<file path="src/rtl/lsu_multicycle_if.sv">
// lsu_multicycle_if: request/response and word-aligned memory port of the load/store unit.
interface lsu_multicycle_if #(
    parameter int XLEN = 32,
    parameter int ADDR_W = 32
);
    logic              req_valid;
    logic              req_ready;
    logic              req_is_store;
    logic [1:0]        req_size;
    logic              req_unsigned;
    logic [ADDR_W-1:0] req_addr;
    logic [XLEN-1:0]   req_wdata;
    logic              resp_valid;
    logic [XLEN-1:0]   resp_rdata;
    logic              resp_fault;
    logic              resp_misaligned;
    logic              busy;
    logic [ADDR_W-1:0] mem_address;
    logic              mem_read_enable;
    logic              mem_write_enable;
    logic [XLEN/8-1:0] mem_wstrb;
    logic [XLEN-1:0]   mem_write_data;
    logic [XLEN-1:0]   mem_read_data;
    logic              mem_valid;
    modport slave (
        input  req_valid, req_is_store, req_size, req_unsigned, req_addr, req_wdata,
               mem_read_data, mem_valid,
        output req_ready, resp_valid, resp_rdata, resp_fault, resp_misaligned, busy,
               mem_address, mem_read_enable, mem_write_enable, mem_wstrb, mem_write_data
    );
    modport master (
        output req_valid, req_is_store, req_size, req_unsigned, req_addr, req_wdata,
               mem_read_data, mem_valid,
        input  req_ready, resp_valid, resp_rdata, resp_fault, resp_misaligned, busy,
               mem_address, mem_read_enable, mem_write_enable, mem_wstrb, mem_write_data
    );
endinterface

</file>
<file path="src/rtl/lsu_multicycle.sv">
// lsu_multicycle: one-at-a-time handshaked load/store unit with byte strobes, extension and timeout.
module lsu_multicycle #(
    parameter int XLEN = 32,
    parameter int ADDR_W = 32,
    parameter int TIMEOUT_CYCLES = 16
) (
    input logic clock,
    input logic reset,
    lsu_multicycle_if.slave bus
);
    localparam int NB = XLEN / 8;
    localparam int OFF_W = $clog2(NB);
    localparam int CNT_W = $clog2(TIMEOUT_CYCLES + 1);
    localparam logic [1:0] MAX_SIZE = 2'(OFF_W);
    typedef enum logic [1:0] {IDLE, READ_WAIT, WRITE_WAIT, RESP} state_t;
    state_t            state_q;
    logic [OFF_W-1:0]  off_q;
    logic [1:0]        size_q;
    logic              uns_q;
    logic [CNT_W-1:0]  cnt_q;
    logic [ADDR_W-1:0] addr_q;
    logic              rd_q, wr_q, valid_q, fault_q, mis_q;
    logic [NB-1:0]     strb_q;
    logic [XLEN-1:0]   wdata_q, rdata_q;
    logic [OFF_W-1:0]  req_off;
    logic              illegal, misaligned, sign, timeout;
    logic [2:0]        amask;
    logic [7:0]        bmask;
    logic [NB-1:0]     strb_d;
    logic [XLEN-1:0]   wdata_d, shifted, keep, top, rdata_d;
    assign req_off = bus.req_addr[OFF_W-1:0];
    assign illegal = bus.req_size > MAX_SIZE;
    assign amask = 3'((4'd1 << bus.req_size) - 4'd1);
    assign misaligned = |(bus.req_addr[2:0] & amask);
    assign bmask = bus.req_size == 2'd0 ? 8'h01 :
                   bus.req_size == 2'd1 ? 8'h03 :
                   bus.req_size == 2'd2 ? 8'h0F : 8'hFF;
    assign strb_d = NB'(bmask) << req_off;
    assign wdata_d = bus.req_wdata << {req_off, 3'b000};
    // keep masks the 8<<size result bits; its top set bit selects the sign bit
    assign shifted = bus.mem_read_data >> {off_q, 3'b000};
    assign keep = ~({XLEN{1'b1}} << (7'd8 << size_q));
    assign top = keep & ~(keep >> 1);
    assign sign = ~uns_q & |(shifted & top);
    assign rdata_d = (shifted & keep) | ({XLEN{sign}} & ~keep);
    assign timeout = cnt_q == CNT_W'(TIMEOUT_CYCLES - 1);
    always_ff @(posedge clock or posedge reset) begin
        if (reset) begin
            state_q <= IDLE;
            off_q   <= '0;
            size_q  <= '0;
            uns_q   <= 1'b0;
            cnt_q   <= '0;
            addr_q  <= '0;
            rd_q    <= 1'b0;
            wr_q    <= 1'b0;
            strb_q  <= '0;
            wdata_q <= '0;
            rdata_q <= '0;
            valid_q <= 1'b0;
            fault_q <= 1'b0;
            mis_q   <= 1'b0;
        end else begin
            case (state_q)
                IDLE: if (bus.req_valid) begin
                    off_q  <= req_off;
                    size_q <= bus.req_size;
                    uns_q  <= bus.req_unsigned;
                    cnt_q  <= '0;
                    if (illegal) begin
                        state_q <= RESP;
                        valid_q <= 1'b1;
                        fault_q <= 1'b1;
                    end else if (misaligned) begin
                        state_q <= RESP;
                        valid_q <= 1'b1;
                        mis_q   <= 1'b1;
                    end else begin
                        addr_q  <= {bus.req_addr[ADDR_W-1:OFF_W], OFF_W'(0)};
                        strb_q  <= strb_d;
                        wdata_q <= wdata_d;
                        rd_q    <= ~bus.req_is_store;
                        wr_q    <= bus.req_is_store;
                        state_q <= bus.req_is_store ? WRITE_WAIT : READ_WAIT;
                    end
                end
                READ_WAIT, WRITE_WAIT: if (bus.mem_valid || timeout) begin
                    state_q <= RESP;
                    rd_q    <= 1'b0;
                    wr_q    <= 1'b0;
                    valid_q <= 1'b1;
                    fault_q <= ~bus.mem_valid;
                    rdata_q <= (bus.mem_valid && state_q == READ_WAIT) ? rdata_d : '0;
                end else begin
                    cnt_q <= cnt_q + CNT_W'(1);
                end
                default: begin
                    state_q <= IDLE;
                    valid_q <= 1'b0;
                    fault_q <= 1'b0;
                    mis_q   <= 1'b0;
                    rdata_q <= '0;
                end
            endcase
        end
    end
    assign bus.req_ready        = state_q == IDLE;
    assign bus.busy             = state_q != IDLE;
    assign bus.resp_valid       = valid_q;
    assign bus.resp_rdata       = rdata_q;
    assign bus.resp_fault       = fault_q;
    assign bus.resp_misaligned  = mis_q;
    assign bus.mem_address      = addr_q;
    assign bus.mem_read_enable  = rd_q;
    assign bus.mem_write_enable = wr_q;
    assign bus.mem_wstrb        = strb_q;
    assign bus.mem_write_data   = wdata_q;
endmodule

</file>
<file path="src/flat_wrapper.sv">
// flat-port wrapper written by rule: the top's interface ports become plain ports
module lsu_multicycle_flat 
#(
    parameter int XLEN = 32,
    parameter int ADDR_W = 32,
    parameter int TIMEOUT_CYCLES = 16
)
  (clock, reset, bus_req_valid, bus_req_is_store, bus_req_size, bus_req_unsigned, bus_req_addr, bus_req_wdata, bus_mem_read_data, bus_mem_valid, bus_req_ready, bus_resp_valid, bus_resp_rdata, bus_resp_fault, bus_resp_misaligned, bus_busy, bus_mem_address, bus_mem_read_enable, bus_mem_write_enable, bus_mem_wstrb, bus_mem_write_data);
  lsu_multicycle_if #(.XLEN(XLEN), .ADDR_W(ADDR_W)) bus_i ();
  input logic clock;
  input logic reset;
  input wire logic [$bits(bus_i.req_valid)-1:0] bus_req_valid;
  input wire logic [$bits(bus_i.req_is_store)-1:0] bus_req_is_store;
  input wire logic [$bits(bus_i.req_size)-1:0] bus_req_size;
  input wire logic [$bits(bus_i.req_unsigned)-1:0] bus_req_unsigned;
  input wire logic [$bits(bus_i.req_addr)-1:0] bus_req_addr;
  input wire logic [$bits(bus_i.req_wdata)-1:0] bus_req_wdata;
  input wire logic [$bits(bus_i.mem_read_data)-1:0] bus_mem_read_data;
  input wire logic [$bits(bus_i.mem_valid)-1:0] bus_mem_valid;
  output wire logic [$bits(bus_i.req_ready)-1:0] bus_req_ready;
  output wire logic [$bits(bus_i.resp_valid)-1:0] bus_resp_valid;
  output wire logic [$bits(bus_i.resp_rdata)-1:0] bus_resp_rdata;
  output wire logic [$bits(bus_i.resp_fault)-1:0] bus_resp_fault;
  output wire logic [$bits(bus_i.resp_misaligned)-1:0] bus_resp_misaligned;
  output wire logic [$bits(bus_i.busy)-1:0] bus_busy;
  output wire logic [$bits(bus_i.mem_address)-1:0] bus_mem_address;
  output wire logic [$bits(bus_i.mem_read_enable)-1:0] bus_mem_read_enable;
  output wire logic [$bits(bus_i.mem_write_enable)-1:0] bus_mem_write_enable;
  output wire logic [$bits(bus_i.mem_wstrb)-1:0] bus_mem_wstrb;
  output wire logic [$bits(bus_i.mem_write_data)-1:0] bus_mem_write_data;
  assign bus_i.req_valid = bus_req_valid;
  assign bus_i.req_is_store = bus_req_is_store;
  assign bus_i.req_size = bus_req_size;
  assign bus_i.req_unsigned = bus_req_unsigned;
  assign bus_i.req_addr = bus_req_addr;
  assign bus_i.req_wdata = bus_req_wdata;
  assign bus_i.mem_read_data = bus_mem_read_data;
  assign bus_i.mem_valid = bus_mem_valid;
  assign bus_req_ready = bus_i.req_ready;
  assign bus_resp_valid = bus_i.resp_valid;
  assign bus_resp_rdata = bus_i.resp_rdata;
  assign bus_resp_fault = bus_i.resp_fault;
  assign bus_resp_misaligned = bus_i.resp_misaligned;
  assign bus_busy = bus_i.busy;
  assign bus_mem_address = bus_i.mem_address;
  assign bus_mem_read_enable = bus_i.mem_read_enable;
  assign bus_mem_write_enable = bus_i.mem_write_enable;
  assign bus_mem_wstrb = bus_i.mem_wstrb;
  assign bus_mem_write_data = bus_i.mem_write_data;
  lsu_multicycle #(.XLEN(XLEN), .ADDR_W(ADDR_W), .TIMEOUT_CYCLES(TIMEOUT_CYCLES)) u_core (.clock(clock), .reset(reset), .bus(bus_i));
endmodule
</file>
<file path="config.mk">
export PLATFORM = sky130hd
export DESIGN_NAME = lsu_multicycle_flat
export DESIGN_NICKNAME = d
export VERILOG_FILES = /design/src/rtl/lsu_multicycle_if.sv /design/src/rtl/lsu_multicycle.sv /design/src/flat_wrapper.sv
export SDC_FILE = /design/constraint.sdc
export NUM_CORES = 1
export LEC_CHECK = 0
export CAP_MARGIN = 20
export CORE_ASPECT_RATIO = 0.5
export CORE_UTILIZATION = 26
export DETAILED_ROUTE_END_ITERATION = 10
export SYNTH_ARGS = -nofsm -noshare
export SYNTH_HDL_FRONTEND = slang
export SYNTH_SLANG_ARGS = --single-unit
export TNS_END_PERCENT = 5
</file>
<file path="constraint.sdc">
create_clock -name clock -period 4.8 [get_ports clock]
set_input_delay 1.2 -clock clock [delete_from_list [all_inputs] [get_ports clock]]
set_output_delay 1.2 -clock clock [all_outputs]
set_load 0.05 [all_outputs]
</file>
==> metrics.md, run 1 <==
| Metric | Value |
|---|---|
| Cell Pwr Density | `roughly 700 nW/um^2` |
| FP Rows | `38` |
| Number of optimization iterations in the first detailed-route pass | `4` |
| Area of the mapped netlist | `5892 sq um` |
| Biggest area consumer among synthesized cells | `dfrtp_1` |
| Number of storage elements in the synthesis netlist | `roughly 120` |
| Crit path largest cell delay | `roughly 0.54 ns` |
| Root Driver | `clkbuf_16` |
| Cts hold-fix bufs | `0` |
| Top cells by area in the synthesized netlist | `dfrtp_1, mux2i_1, mux2_2, mux2_1, a32o_1` |
| Global-route congestion overflow total | `0` |
| Signal arrival time at the worst endpoint | `~3.8 ns` |
| Critical path class | `input pin to flop` |
| Instance count on the critical path | `7` |
| Biggest fanout along the worst timing path | `42` |
| Number of vias per cell | `4.729` |
| Switching power summed over all nets | `approximately 2.9 mW` |
| Time the final worst path needs with I/O delays and setup | `3.495 ns` |
| Category of cells accounting for the largest share of critical-path delay | `simple AND/OR/NAND/NOR gates` |
| Die height | `between 100 and 150 microns` |
| Total Routed Length | `17,890 microns` |
| Portion of the post-synthesis area used by sequential elements | `48.84%` |
| Starting utilization of the core area | `26.88%` |
| Most used flip-flop cell after synthesis | `dfrtp_1` |
| Outcome | `finished, final reports clean` |
| Share of flip-flops with an asynchronous set or reset after synthesis | `100.0%` |
| Antenna violations before repair | `0` |
| Most used standard cell by instance count after synthesis | `dfrtp_1` |
| Highest attainable clock frequency | `286.1 MHz` |
| Total number of H-tree levels | `4` |
| CTS Buf Count | `17` |
| Clock latency reported for the late side of the worst-skew pair | `0.42 ns` |
| Global-route wire length before repair | `27,830 microns` |
| Startpoint type of the worst setup path | `input pin` |
| R2R Path Start | `u_core.state_q[1]$_DFFE_PP0P_` |
| Global-route usage over all layers | `15.47%` |
| Gp weighted congestion | `0.8107` |
| Number of flops mapped to enable cells by yosys | `0` |
| Cells resized by post-CTS repair | `0` |
| Static power due to leakage | `3.747 nW` |
| Share of final-layout standard cells stronger than drive strength 1 | `between 10% and 20%` |
| Setup-violating endpoint count in the final report | `0` |
| Least-Margin Pin Slew | `0.8216 ns` |
| Endpoint class of the critical path | `flop` |
| Antenna-violating nets left | `0` |
| Antenna Cells | `0` |
| Combinational share of power | `53.8%` |
| Slew Limit Headroom | `45.23%` |
| Final Net Count | `810` |
| Portion of synthesized cell area occupied by the leading cell type | `around half` |
| Vias in the first global route | `a little under 5,000` |
| Crit Reg-Reg Endpoint | `u_core.bus.mem_write_data[17]$_DFFE_PP0P_` |
| Slowest cell on the critical path | `clkdlybuf4s50_1` |
| Layout-stage area growth over the synthesis result | `49.99%` |
| Count of mapped cells out of synthesis | `500` |
| Synth cell count leaders | `dfrtp_1, mux2i_1, mux2_2, mux2_1, inv_1` |
| Post-route DRC violation count | `0` |
| Count of maximum capacitance violations | `0` |
| Required time worst endpoint | `just over 5 ns` |
| Netlist cell types | `49` |
| Clock tree sinks | `between 100 and 150` |
| Critical path startpoint | `bus_req_size[0]` |
| Die area | `approximately 23,000 sq um` |
| Area of the placeable core | `21,920 sq um` |
| Worst r2r path cells | `7` |
| Max-slew violations | `0` |
| Combined buffer and inverter count along the critical path | `2` |
| Post-detail-place hpwl | `12,800 microns` |
| Fraction of power consumed by the clock network | `20.9%` |
| Post-route total power | `6.294 mW` |
| # port buffers | `between 200 and 250` |
| Final setup TNS | `0 ns` |
| Hold violation total from the final report | `0` |
| Flop pwr share | `around a quarter` |
| FF-to-FF setup slack | `2.20 ns` |
| Worst hold-check slack | `0.4805 ns` |
| Hold Crit Class | `flop to flop` |
| Ordered cell list for the critical path | `clkdlybuf4s50_1 -> or2_2 -> ha_1 -> nor2b_1 -> nor3_4 -> buf_4 -> mux2_1` |
| DIE WIDTH | `214.9 microns` |
| Average routed wire per standard cell | `17.67 microns` |
| Final core occ | `40.32%` |
| Clock Skews | `0.008458 ns` |
| CTS tree | `done` |
| Number of DRC violations after detailed-routing iteration 0 | `277` |
| Avg Synthesized Cell Area | `11.78 sq um` |
| Switching Fraction | `46.16%` |
| IO Pins | `211` |
| Internal Dissipation | `3.389 mW` |
| Setup repair after global routing missed its margin | `false` |
| Reg clk slew, reported paths | `0.05 ns` |
| Syn. warnings | `0` |
| Share of the clock period used by the worst path | `~73%` |
| Number of buffers on the longest clock path | `2` |
| Overall via count from detail_route | `4,786` |
| Largest net degree at the start of global routing | `62` |
| Worst setup path endpoint | `u_core.bus.mem_address[10]$_DFFE_PP0P_` |
| VDD IR-drop max | `0.3210 mV` |
| Number of setup buffers added after CTS | `0` |
==> power by group through the flow <==
stage                     combinational, mW  clock (mW)  sequential, mW
after floorplan                        1.08           0            2.78
after global placement                 3.38           0            1.60
after detailed placement               3.41           0            1.61
after CTS                              3.42        1.34            1.60
after global routing                   3.56        1.39            1.65
final                                  3.39        1.32            1.59
==> cells in the final DEF (no fill, tap or decap), drive strengths merged, types with 5 or more instances in the layout <==
master	synthesis	layout
clkinv	0	5
nand2	21	21
a32o	16	16
nor2b	12	12
clkbuf	16	19
o21ai	18	18
a211o	8	8
buf	23	12
nand3b	7	7
mux2	65	65
o221ai	16	16
clkdlybuf4s50	0	206
mux2i	58	58
o2bb2ai	10	10
nor3	5	5
o211ai	11	11
ha	7	7
dfrtp	115	115
nor2	16	16
inv	27	28
==> worst reg2reg max path, cell delays in order (launching register included) <==
cell and delay (ns):
dfrtp_1 0.41, inv_1 0.09, ha_1 0.22, buf_4 0.31
nand2_1 0.29, nor3_4 0.22, buf_4 0.53, mux2_2 0.42
==> stage by stage <==
| stage | instance area (sq um) | std cells | worst slack (ns) |
|---|---|---|---|
| floorplan | 5896 | 501 | 0.5559 |
| global placement | 8237 | 980 | 0.9970 |
| detailed placement | 8237 | 980 | 0.8825 |
| CTS | 8837 | 1012 | 1.328 |
| global route | 8837 | 1012 | 1.150 |
| finish | 8837 | 1012 | 1.305 |
==> cell families after synthesis <==
logic type | share of synthesized area (%)
mux | 22.28
flops | 48.84
compound gates | 13.46
simple gates | 8.282
buf+inv | 5.245
fa+ha+maj | 1.678
other cells | 0.06365
xor+xnor | 0.1487
==> cell type report <==
class,instances,area [sq um]
Sequential cell,115,2878
Fill cell,2118,13080
Inverter,27,103.9
Timing Repair Buffer,218,2160
Multi-Input combinational cell,320,2720
Clock buffer,19,442.9
Clock inverter,13,157.7
Tap cell,300,375.4
==> routing by layer <==
layer / vias to the layer above / part of all wire [%] / track usage [%] / wire, microns
li1: 2243 / - / - / -
met1: 2419 / 44 / 19.12 / 7786
met2: 100 / 51 / 26.51 / 9094
met3: 24 / 3.8 / 3.291 / 682
met4: 0 / 1.8 / 6.327 / 321
met5: - / 0 / 0 / 0
==> how the worst min path moves through the flow <==
stage,startpoint,endpoint,depth (start not counted),slack [ns]
after floorplan,u_core.cnt_q[4]$_DFFE_PP0P_,u_core.cnt_q[4]$_DFFE_PP0P_,1,0.45
after global placement,u_core.cnt_q[4]$_DFFE_PP0P_,u_core.cnt_q[4]$_DFFE_PP0P_,1,0.46
after detailed placement,u_core.cnt_q[4]$_DFFE_PP0P_,u_core.cnt_q[4]$_DFFE_PP0P_,1,0.47
after CTS,u_core.cnt_q[4]$_DFFE_PP0P_,u_core.cnt_q[4]$_DFFE_PP0P_,1,0.48
after global routing,u_core.cnt_q[4]$_DFFE_PP0P_,u_core.cnt_q[4]$_DFFE_PP0P_,1,0.50
final,u_core.cnt_q[4]$_DFFE_PP0P_,u_core.cnt_q[4]$_DFFE_PP0P_,1,0.48
==> registers in the layout, indices dropped and copies added, names as in the netlist, 2 cells and up <==
name,count
u_core.cnt_q,5
u_core.bus.mem_wstrb,4
u_core.state_q,2
u_core.bus.mem_write_data,32
u_core.off_q,2
u_core.size_q,2
u_core.bus.resp_rdata,32
u_core.bus.mem_address,30
Note: power is estimated with default switching activity, not from simulation.
==> inputs of run 2 (changes only) <==
==> constraint.sdc (replaced) <==
create_clock -name clock -period 3.05 [get_ports clock]
set_input_delay 0.7625 -clock clock [delete_from_list [all_inputs] [get_ports clock]]
set_output_delay 0.7625 -clock clock [all_outputs]
set_load 0.05 [all_outputs]
==> run 2 against run 1 <==
Compared with the run above: die area stayed put; count of clock-buffer cells in the layout rose by 4; total power is 57% higher; core utilization is 0.34 points higher; design area rose by 0.84%; setup slack got worse by 0.79 ns; register-to-register slack worse by 1.3 ns; flip-flop and latch count unchanged; sequential power increased by 59%.
==> metrics.md, run 2 (synthesis results as in run 1) <==
| Metric | Value |
|---|---|
| Most frequent cells in the layout | `clkdlybuf4s50_1, dfrtp_1, mux2i_1` |
| Max-slew violations | `0` |
| Number of optimization iterations in the first detailed-route pass | `4` |
| Slew Limit Headroom | `30.34%` |
| Clock tree sinks | `between 100 and 150` |
| Number of setup buffers added after CTS | `0` |
| CTS Buf Count | `17` |
| Average routed wire per standard cell | `17.88 microns` |
| Number of buffers on the longest clock path | `2` |
| Global-route wire length before repair | `about 29,000 microns` |
| FP Rows | `38` |
| Time the final worst path needs with I/O delays and setup | `2.539 ns` |
| Cells resized by post-CTS repair | `0` |
| DIE WIDTH | `214.9 microns` |
| Total Routed Length | `18,200 microns` |
| Critical path class | `input pin to flop` |
| Count of maximum capacitance violations | `0` |
| Clock latency reported for the late side of the worst-skew pair | `~0.42 ns` |
| CTS tree | `done` |
| Share of final-layout standard cells stronger than drive strength 1 | `12.95%` |
| Setup-violating endpoint count in the final report | `0` |
| Static power due to leakage | `3.796 nW` |
| # port buffers | `208` |
| Outcome | `finished, final reports clean` |
| Final Net Count | `820` |
| Non-filler cells, final | `1,018` |
| Global-route congestion overflow total | `0` |
| Layout-stage area growth over the synthesis result | `51.24%` |
| Clock Skews | `0.01186 ns` |
| Endpoint class of the critical path | `flop` |
| VDD IR-drop max | `0.4055 mV` |
| Cts hold-fix bufs | `0` |
| Ordered cell list for the critical path | `clkdlybuf4s50_1 -> or2_2 -> ha_1 -> nor2b_1 -> nor3_4 -> buf_12 -> mux2_2` |
| Root Driver | `clkbuf_16` |
| Share of the clock period used by the worst path | `83.26%` |
| Hold Crit Class | `flop to flop` |
| Antenna violations before repair | `0` |
| Slowest cell on the critical path | `clkdlybuf4s50_1` |
| Startpoint type of the worst setup path | `input pin` |
| Antenna-violating nets left | `0` |
| Die height | `108.4 microns` |
| Setup repair after global routing missed its margin | `false` |
| Total number of H-tree levels | `4` |
| Antenna Cells | `0` |
| Biggest fanout along the worst timing path | `49` |
| Number of vias per cell | `approximately 4.7` |
| Required time worst endpoint | `between 3 and 4 ns` |
| Vias in the first global route | `4,877` |
| Overall via count from detail_route | `approximately 4,800` |
| Highest attainable clock frequency | `393.8 MHz` |
| Largest net degree at the start of global routing | `50` |
| Crit path largest cell delay | `about 0.44 ns` |
| Global-route usage over all layers | `between 10% and 20%` |
| Post-route DRC violation count | `0` |
| Final setup TNS | `0 ns` |
| IO Pins | `211` |
| Starting utilization of the core area | `26.88%` |
| Area of the placeable core | `21,920 sq um` |
| Most common library cell in the layout ignoring fill and taps | `clkdlybuf4s50_1` |
| Gp weighted congestion | `0.8086` |
| Hold violation total from the final report | `0` |
| Reg clk slew, reported paths | `0.05 ns` |
| Least-Margin Pin Slew | `1.043 ns` |
| Die area | `around 23,000 sq um` |
| Signal arrival time at the worst endpoint | `approximately 2.8 ns` |
| Number of DRC violations after detailed-routing iteration 0 | `approximately 350` |
| Cell Pwr Density | `1109 nW/um^2` |
| Inst Count DP | `990` |
| Post-detail-place hpwl | `13,500 microns` |
run 2: cell types whose count changed in the layout (fill, tap and decap cells not counted), sizes merged:
cell,before,now
bufinv,3,2
buf,12,24
clkinv,5,2
clkdlybuf4s50,206,204
clkbuf,19,23
inv,28,26
clkinvlp,4,2
run 2: layer usage:
layer	vias to the layer above	wire length, microns	GRT usage [%]
met3	15	641	3.629
met5	-	0	0
met1	2442	8093	20.68
met4	0	224	5.051
met2	88	9242	26.65
li1	2262	-	-
run 2: layout make-up:
type	count	area [sq um]
Timing Repair Buffer	228	2267
Fill cell	2095	13010
Inverter	27	105.1
Multi-Input combinational cell	320	2720
Tap cell	300	375.4
Sequential cell	115	2878
Clock buffer	23	488.0
Clock inverter	5	77.57
run 2: path summary, 6_finish.rpt:
kind | start | end | slack (ns) | cells past startpoint
worst min register to register | u_core.cnt_q[4]$_DFFE_PP0P_ | u_core.cnt_q[4]$_DFFE_PP0P_ | 0.48 | 1
worst max-delay path | bus_req_size[0] | u_core.bus.mem_write_data[8]$_DFFE_PP0P_ | 0.51 | 7
min in group asynchronous | reset | u_core.bus.resp_rdata[1]$_DFFE_PP0P_ | 0.81 | 2
worst max register to register | u_core.cnt_q[0]$_DFFE_PP0P_ | u_core.bus.resp_rdata[10]$_DFFE_PP0P_ | 0.91 | 7
max in group asynchronous | reset | u_core.bus.mem_write_data[27]$_DFFE_PP0P_ | 1.58 | 3
worst min-delay path | u_core.cnt_q[4]$_DFFE_PP0P_ | u_core.cnt_q[4]$_DFFE_PP0P_ | 0.48 | 1
run 2: report_power, final:
part | internal, mW | switching [mW] | total [mW]
clock | 1.27 | 0.690 | 1.96
combinational | 1.94 | 3.46 | 5.40
sequential | 2.14 | 0.383 | 2.53
total | 5.35 | 4.53 | 9.88
run 2: critical path: cells and delay by family:
| family | cells | cell delay [ns] |
|---|---|---|
| buf+inv | 2 | 0.75 |
| simple gates | 3 | 0.65 |
| mux | 1 | 0.37 |
| fa+ha+maj | 1 | 0.28 |
run 2: stage by stage:
step	worst slack, ns	total power [mW]	hold slack [ns]	util (%)	area [sq um]
6_report	0.5107	9.879	0.4807	40.66	8911
5_1_grt	0.4718	10.38	0.4973	40.66	8911
4_1_cts	0.5309	9.982	0.4817	40.66	8911
3_5_place_dp	0.08646	7.982	0.4700	38.08	8346
3_3_place_gp	0.09794	7.915	0.4607	38.08	8346
2_1_floorplan	0.5328	6.087	0.4496	-	5899
==> inputs of run 3 (changes only) <==
==> constraint.sdc (replaced) <==
create_clock -name clock -period 2.09 [get_ports clock]
set_input_delay 0.5225 -clock clock [delete_from_list [all_inputs] [get_ports clock]]
set_output_delay 0.5225 -clock clock [all_outputs]
set_load 0.05 [all_outputs]
==> run 3 against run 2 <==
Compared with the run above: largest cell class unchanged; die area unchanged; setup slack lost 0.51 ns; core utilization grew 1.8 points; sequential share of layout area decreased by 1.4 points; clock power is 38% higher; routed wire length is 5.4% higher; count of clock-buffer cells in the layout shrank 4; sequential power increased by 45%; total power rose by 48%; combinational power increased by 52%; critical endpoint is now u_core.bus.mem_address[11]$_DFFE_PP0P_; global-route usage grew 0.50 points.
==> metrics.md, run 3 (synthesis results as in run 1) <==
| Metric | Value |
|---|---|
| Total number of H-tree levels | `4` |
| Post-route total power | `14.58 mW` |
| Root Driver | `clkbuf_16` |
| Die height | `108.4 microns` |
| Clock latency reported for the late side of the worst-skew pair | `0.41 ns` |
| Global-route wire length before repair | `around 30,000 microns` |
| Hold violation total from the final report | `0` |
| Signal arrival time at the worst endpoint | `2.37 ns` |
| Fillcell total | `2,125` |
| Die area | `approximately 23,000 sq um` |
| Number of DRC violations after detailed-routing iteration 0 | `337` |
| Slew Limit Headroom | `57.00%` |
| Clock tree sinks | `about 120` |
| IO Pins | `211` |
| Share of final-layout standard cells stronger than drive strength 1 | `25.63%` |
| Gp weighted congestion | `about 0.8` |
| Global-route congestion overflow total | `0` |
| Cell Pwr Density | `1565 nW/um^2` |
| Setup repair after global routing missed its margin | `true` |
| Number of optimization iterations in the first detailed-route pass | `5` |
| Global-route usage over all layers | `between 10% and 20%` |
| VDD IR-drop max | `0.5176 mV` |
| Time the final worst path needs with I/O delays and setup | `~2.1 ns` |
| Overall via count from detail_route | `4,965` |
| # port buffers | `208` |
| FP Rows | `38` |
| DIE WIDTH | `around 210 microns` |
| Largest net degree at the start of global routing | `48` |
| Number of buffers on the longest clock path | `2` |
| Number of vias per cell | `4.697` |
| Critical path class | `input pin to flop` |
| CTS tree | `done` |
| Total Routed Length | `19,190 microns` |
| Post-route DRC violation count | `0` |
| Met2 track utilization from global routing | `around 28%` |
| Flip-flop and latch area | `2878 sq um` |
| Highest attainable clock frequency | `~480 MHz` |
| Max-slew violations | `0` |
| Final Net Count | `855` |
| Count of maximum capacitance violations | `0` |
| Least-Margin Pin Slew | `0.6426 ns` |
| Hold Crit Class | `input pin to asynchronous set/reset pin` |
| Static power due to leakage | `~4.4 nW` |
| Antenna violations before repair | `0` |
| Starting utilization of the core area | `26.88%` |
| Worst hold-check slack | `roughly 0.42 ns` |
| Average routed wire per standard cell | `18.15 microns` |
| Most common library cell in the layout ignoring fill and taps | `dfrtp_1` |
| Layout-stage area growth over the synthesis result | `58.12%` |
| Antenna Cells | `0` |
| Vias in the first global route | `5,245` |
| CTS Buf Count | `17` |
| Met3 track demand over resource in global routing | `3.122%` |
| Clock Skews | `between 0.008 and 0.009 ns` |
| Most Crowded Layer GR | `met2` |
| Required time worst endpoint | `2.37 ns` |
| Area taken by multi-input logic gates | `2834 sq um` |
| Global Route met1 Usage | `about a fifth` |
| Setup-violating endpoint count in the final report | `0` |
| Area of the placeable core | `between 20,000 and 25,000 sq um` |
| Reg clk slew, reported paths | `0.06 ns` |
| Share of the clock period used by the worst path | `99.77%` |
| Most frequent cells in the layout | `dfrtp_1, clkdlybuf4s50_1, buf_4` |
| Antenna-violating nets left | `0` |
| Startpoint type of the worst setup path | `input pin` |
| Post-detail-place hpwl | `13,850 microns` |
| Endpoint class of the critical path | `flop` |
| Outcome | `finished, final reports clean` |
| Biggest fanout along the worst timing path | `12` |
==> run 3: cell count changes in the layout (fill, tap and decap cells not counted), sizes merged <==
cell and change:
clkdlybuf4s50 -105, buf +72, dlygate4sd2 +62, clkinv +6, dlymetal6s2s +5, clkbuf -3, clkinvlp +2, bufinv -1
inv +1
==> run 3: path summary, 6_finish.rpt <==
| kind | start | to | slack, ns | depth (start not counted) |
|---|---|---|---|---|
| worst max-delay path | bus_req_size[1] | u_core.bus.mem_address[11]$_DFFE_PP0P_ | 0.005 | 10 |
| worst max register to register | u_core.cnt_q[0]$_DFFE_PP0P_ | u_core.cnt_q[3]$_DFFE_PP0P_ | 0.10 | 7 |
| worst min-delay path | reset | u_core.bus.resp_rdata[14]$_DFFE_PP0P_ | 0.42 | 2 |
| min in group clock | u_core.bus.mem_address[21]$_DFFE_PP0P_ | u_core.bus.mem_address[21]$_DFFE_PP0P_ | 0.48 | 1 |
| worst min register to register | u_core.bus.mem_address[21]$_DFFE_PP0P_ | u_core.bus.mem_address[21]$_DFFE_PP0P_ | 0.48 | 1 |
| max in group asynchronous | reset | u_core.bus.resp_rdata[29]$_DFFE_PP0P_ | 1.09 | 3 |
==> run 3: metrics by stage <==
stage / instance area, sq um / setup slack [ns] / cells / utilization, % / TNS [ns]
after floorplan: 5899 / -0.2350 / 501 / - / -11.71
after global placement: 8503 / -0.6179 / 1017 / 38.79 / -41.37
after detailed placement: 8503 / -0.6173 / 1017 / 38.79 / -41.11
after CTS: 9173 / 0.002983 / 1056 / 41.85 / 0
after global routing: 9316 / -0.03813 / 1057 / 42.50 / -0.5237
final: 9316 / 0.004758 / 1057 / 42.50 / 0
==> run 3: where the power goes <==
group          internal, mW  switching [mW]
combinational          3.00            5.19
sequential             3.13           0.545
clock                  1.63            1.08
total                  7.76            6.82
==> run 3: cell type report <==
cell class | count | area share [%]
clock inverters | 13 | 1.209
repair buffers | 263 | 27.68
clock buffers | 19 | 4.647
multi-input cells | 320 | 30.42
flip-flops and latches | 115 | 30.89
well taps | 300 | 4.029
inverters | 27 | 1.128
==> run 3: repair_timing <==
item,4_1_cts,5_1_grt
cloned,4,1
resized for setup,74,31
pin swaps,2,3
hold buffers,0,0
setup endpoints to repair,124,75
buffers inserted,3,0
==> run 3: critical path, cell delays in order <==
cell and delay [ns]:
dlygate4sd2_1 0.24, buf_4 0.14, nand2b_1 0.14, ha_1 0.29, nor2b_2 0.06, nor3_4 0.20, buf_12 0.14, buf_12 0.13
buf_16 0.15, mux2_1 0.34
==> run 3: layer usage <==
metal / vias to the layer above / part of all wire, %
met4: 0 / 1.5
met3: 21 / 2.8
met2: 86 / 50
li1: 2337 / -
met1: 2521 / 45
met5: - / 0
==> RTL change 1, RTL diff (settings of run 3) <==
Re-encode `state_t` (4 states) as one-hot, 4 bits wide.
--- a/src/rtl/lsu_multicycle.sv
+++ b/src/rtl/lsu_multicycle.sv
@@ -12,7 +12,7 @@
     localparam int OFF_W = $clog2(NB);
     localparam int CNT_W = $clog2(TIMEOUT_CYCLES + 1);
     localparam logic [1:0] MAX_SIZE = 2'(OFF_W);
-    typedef enum logic [1:0] {IDLE, READ_WAIT, WRITE_WAIT, RESP} state_t;
+    typedef enum logic [3:0] {IDLE = 4'b0001, READ_WAIT = 4'b0010, WRITE_WAIT = 4'b0100, RESP = 4'b1000} state_t;
     state_t            state_q;
     logic [OFF_W-1:0]  off_q;
     logic [1:0]        size_q;
Formal check against the unedited RTL: same outputs for any inputs over 4 cycles, from zero or initial values and one cycle with reset high; so few cycles prove little.
==> RTL change 1 against run 3 <==
Fmax shrank 6.6%. Clock power up 7.7%. Final area fell by 4.1%. Setup slack worse by 0.15 ns. Critical endpoint is now bus_busy. Die area shrank 3.6%. Sequential share of layout area is 1.9 points higher. Total power is 18% lower. Non-clock buffer count decreased by 4. Sequential cell count grew 2. Routed wire length fell by 6.1%. The flow now finishes with violations (negative setup slack). Sequential power decreased by 7.9%. Synthesized area fell by 3.7%. Clock skew is essentially flat.
==> RTL change 1: results (changes against run 3) <==
Status
The checks that failed: negative setup slack. The run finished, with violations left.

Synthesis
The adder-cell share of the synthesized area was 0.441% (-1.2 points). The mux contribution to synthesized area is 16.5% (-5.7 points). The xor and xnor fraction of the mapped netlist area was 0.463% (+0.31 points). By area the synthesized netlist is led by sky130_fd_sc_hd__dfrtp_1, sky130_fd_sc_hd__mux2_4, sky130_fd_sc_hd__mux2i_1. The complex-gate fraction of the synthesized area is 15.9% (+2.4 points). The commonest cells after synthesis are sky130_fd_sc_hd__dfrtp_1, sky130_fd_sc_hd__nand2_1, sky130_fd_sc_hd__mux2i_1. The number of distinct standard cells referenced by the synthesized netlist came to 56 (+14%).

The synthesized netlist cell count is 508 (+1.6%).

Placed design
The detailed-placement wirelength estimate was 13.2 mm (-4.4%). The number of placed instances, taps included is 1015 (-0.20%). The instance area at placement is 8260 sq um (-2.9%).

The routability congestion estimate from global placement is 0.796 (-0.38%).

Global routing
The overall global routing resource usage is 16.0% (-0.47 points). The number of global-route vias before repair is 4945 (-5.7%). The wire length of the first global-routing pass came to 27.6 mm (-7.0%).

Timing
The clock skew is 0.00871 ns (+0.000176 ns). The final worst-path setup slack is -0.142 ns (-0.146 ns). The setup violation total in the final timing report is 25 (+25).

Detailed routing
The number of violations reported at the end of detailed-routing iteration 0 is 224 (-34%). The count of vias placed by the detailed router is 4830 (-2.7%). The routed via count divided by cell count is 4.58 (-2.4%). The number of iterations in the first detailed-routing pass is 4 (-1).

Layout
The ratio of cells with drive above 1 in the final layout was 24.5% (-1.1 points). The total number of nets in the final design came to 856 (+0.12%).

Power
The leakage power summed over all cells is 0.00423 uW (-3.5%). The highest ir drop seen on vdd is 0.499 mV (-3.6%).

Worst setup path
The largest driver fanout on the critical path is 2 (-10). The data arrival time of the critical path came to 1.71 ns (-0.66 ns). The setup slack of the worst register-to-register path is -0.05 ns (-0.15 ns). The worst reg2reg path endpoint is u_core.bus.resp_rdata[25]$_DFFE_PP0P_. The cell depth of the worst flop-to-flop path was 8 (+1).

Clock network
The count of H-tree levels built during CTS is 4 (unchanged).
==> RTL change 1: critical path, cell delays in order, from the launching register on <==
cell	delay, ns
sky130_fd_sc_hd__dfstp_2	0.53
sky130_fd_sc_hd__or4b_4	0.50
sky130_fd_sc_hd__buf_6	0.15
sky130_fd_sc_hd__buf_8	0.14
==> RTL change 1: cell families after synthesis <==
group	after synthesis
XOR/XNOR	3
AO/OA/AOI/OAI	131
adder cells (fa/ha/maj)	2
multiplexers	76
other	1
AND/OR/NAND/NOR	134
flip-flops	117
buffers and inverters	44
==> RTL change 1: routing by layer <==
layer  vias up  track usage, %  wire length, um  share of wire (%)
met3        26            3.25              626                3.5
met4         0            6.00              381                2.1
met2       101            26.5             8710                 48
met1      2381            20.7             8290                 46
met5         -               0                0                  0
li1       2322               -                -                  -
==> RTL change 1: repair_timing <==
item,CTS,global route
gates resized for setup,62,8
pin swaps,1,8
gates cloned,2,1
setup buffers,3,2
endpoints found under the setup margin,97,45
==> RTL change 1: through the flow <==
step	hold WS, ns	setup TNS (ns)	power, uW	setup slack [ns]
after floorplan	0.459	-0.743	7140	-0.0494
after global placement	0.463	-5.59	9170	-0.142
after detailed placement	0.468	-6.69	9210	-0.180
final	0.463	-0.843	12000	-0.142
after global routing	0.468	-2.08	12600	-0.185
after CTS	0.460	-2.89	12100	-0.165
==> RTL change 1: worst max-delay path by stage <==
stage	slack, ns	cells after the start	startpoint	endpoint
2_1_floorplan	-0.05	5	u_core.state_q[0]$_DFFE_PP1P_	u_core.bus.mem_write_data[24]$_DFFE_PP0P_
3_3_place_gp	-0.14	6	bus_req_size[1]	u_core.bus.mem_write_data[29]$_DFFE_PP0P_
3_5_place_dp	-0.18	6	bus_req_size[0]	u_core.bus.mem_write_data[29]$_DFFE_PP0P_
4_1_cts	-0.16	3	u_core.state_q[0]$_DFFE_PP1P_	bus_busy
5_1_grt	-0.19	3	u_core.state_q[0]$_DFFE_PP1P_	bus_busy
6_report	-0.14	3	u_core.state_q[0]$_DFFE_PP1P_	bus_busy
==> RTL change 1: layout make-up <==
type	count	area (sq um)
well taps	292	365
repair buffers	259	2460
clock buffers	21	450
multi-input cells	348	2570
clock inverters	10	131
flip-flops and latches	117	2930
inverters	7	35.0
fillers	2038	12000
==> RTL change 1: power by group <==
part           total, uW  internal, uW  leakage [uW]  switching [uW]
combinational       5720          2070       0.00244            3650
sequential          3380          2930       0.00150             441
clock               2920          1890      0.000286            1030
==> RTL change 2, RTL diff (flow settings as in run 3) <==
Made on the original files. `XLEN` is set to 32 in 3 places; all go to 16.
--- a/src/rtl/lsu_multicycle_if.sv
+++ b/src/rtl/lsu_multicycle_if.sv
@@ -1,6 +1,6 @@
 // lsu_multicycle_if: request/response and word-aligned memory port of the load/store unit.
 interface lsu_multicycle_if #(
-    parameter int XLEN = 32,
+    parameter int XLEN = 16,
     parameter int ADDR_W = 32
 );
     logic              req_valid;
--- a/src/rtl/lsu_multicycle.sv
+++ b/src/rtl/lsu_multicycle.sv
@@ -1,6 +1,6 @@
 // lsu_multicycle: one-at-a-time handshaked load/store unit with byte strobes, extension and timeout.
 module lsu_multicycle #(
-    parameter int XLEN = 32,
+    parameter int XLEN = 16,
     parameter int ADDR_W = 32,
     parameter int TIMEOUT_CYCLES = 16
 ) (
--- a/src/flat_wrapper.sv
+++ b/src/flat_wrapper.sv
@@ -1,7 +1,7 @@
 // flat-port wrapper written by rule: the top's interface ports become plain ports
 module lsu_multicycle_flat 
 #(
-    parameter int XLEN = 32,
+    parameter int XLEN = 16,
     parameter int ADDR_W = 32,
     parameter int TIMEOUT_CYCLES = 16
 )
Interface: changed (5 resized); port bits go from 211 to 145. No check against the original RTL was run, so the function may have changed too.
==> RTL change 2 against run 3 <==
Final area decreased by 39%. Clock skew shrank 0.0024 ns. Total power down 32%. Sequential cell count down 34. Critical endpoint is now bus_resp_rdata[8]. Largest power group unchanged. Routed wire length down 50%. Hold slack improved by 0.056 ns. Critical path type is now flop to primary output. Via count decreased by 46%. Synthesized area decreased by 40%. Clock power shrank 39%. Setup slack better by 0.034 ns.
==> RTL change 2: results (changes against run 3) <==
Status
The run finished with clean final reports.

Placed design
The number of buffer cells added on primary ports is 143 (-31%). The instance area at placement is 5350 sq um (-37%). The setup slack at placement was 0.0744 ns (+0.692 ns). The detailed-placement wirelength estimate is 7.32 mm (-47%).

Detailed routing
The routed via count divided by cell count is 4.42 (-5.9%).

Timing
The clock skew was 0.00611 ns (-0.00242 ns). The slew at the pin closest to its max-slew limit is 0.536 ns (-0.107 ns).

Synthesis
Counting instances in the post-synthesis netlist gives the leading cell types as sky130_fd_sc_hd__dfrtp_1, sky130_fd_sc_hd__mux2_2, sky130_fd_sc_hd__o2bb2ai_1. The number of distinct standard cells referenced by the synthesized netlist is 42 (-14%). By area the synthesized netlist is led by sky130_fd_sc_hd__dfrtp_1, sky130_fd_sc_hd__mux2_2, sky130_fd_sc_hd__o2bb2ai_1. The proportion of netlist area held by the largest area contributor is 57.2% (+8.4 points).

Layout
The ratio of cells with drive above 1 in the final layout is 27.8% (+2.1 points). The area occupied by multi-input gates is 1420 sq um (-50%).

Global routing
The wire length of the first global-routing pass is 15.4 mm (-48%). The maximum number of pins on one net before global-route repair came to 36 (-25%). The overall global routing resource usage is 13.9% (-2.5 points).

Min path
The class of the worst hold path is flop to flop.

Worst setup path
The data arrival time of the critical path is 1.53 ns (-0.84 ns). Following the worst setup path forward leads to its endpoint at bus_resp_rdata[8]. The delay of the slowest cell on the worst path is 0.82 ns (+0.48 ns).

Clock network
The post-CTS setup repair buffer count is 0 (-3). The clock latency of the later-clocked register in the worst-skew pair came to 0.33 ns (-0.08 ns). The number of buffers created by CTS is 9 (-8). The count of H-tree levels built during CTS was 3 (-1).
[RTL change 2: per-stage QoR]
| stage | std cells | setup TNS (ns) |
|---|---|---|
| floorplan | 264 | -0.535 |
| global placement | 590 | 0 |
| detailed placement | 590 | 0 |
| CTS | 606 | 0 |
| global route | 606 | 0 |
| finish | 606 | 0 |
[RTL change 2: cell families (layout without fill, tap and decap cells)]
kind of cell,after synthesis,count (layout),share of synthesized area [%]
flip-flops,81,81,57.2
multiplexers,63,63,19.7
AO/OA/AOI/OAI,59,59,13.0
AND/OR/NAND/NOR,29,29,4.66
buffers and inverters,25,197,3.18
adder cells (fa/ha/maj),6,6,2.12
other,1,1,0.106
[RTL change 2: power by group]
group          internal, uW  switching, uW
registers              2250            379
clock network          1050            612
logic                  2250           3450
[RTL change 2: layout make-up]
type,count,area share (%)
repair buffers,169,29.3
clock inverters,3,1.15
flip-flops and latches,81,35.8
clock buffers,13,4.24
well taps,170,3.75
inverters,12,0.861
multi-input cells,158,25.0
[RTL change 2: repair_timing]
| action | in CTS | in global routing |
|---|---|---|
| endpoints found under the setup margin | 0 | 12 |
| hold buffers | 0 | 0 |
| gates resized for setup | 0 | 5 |
[RTL change 2: metal layers]
metal | GRT usage, % | vias to the layer above | wire [um]
li1 | - | 1317 | -
met1 | 18.3 | 1316 | 4480
met2 | 23.5 | 37 | 4840
met3 | 2.88 | 10 | 210
met4 | 3.79 | 0 | 89
met5 | 0 | - | 0
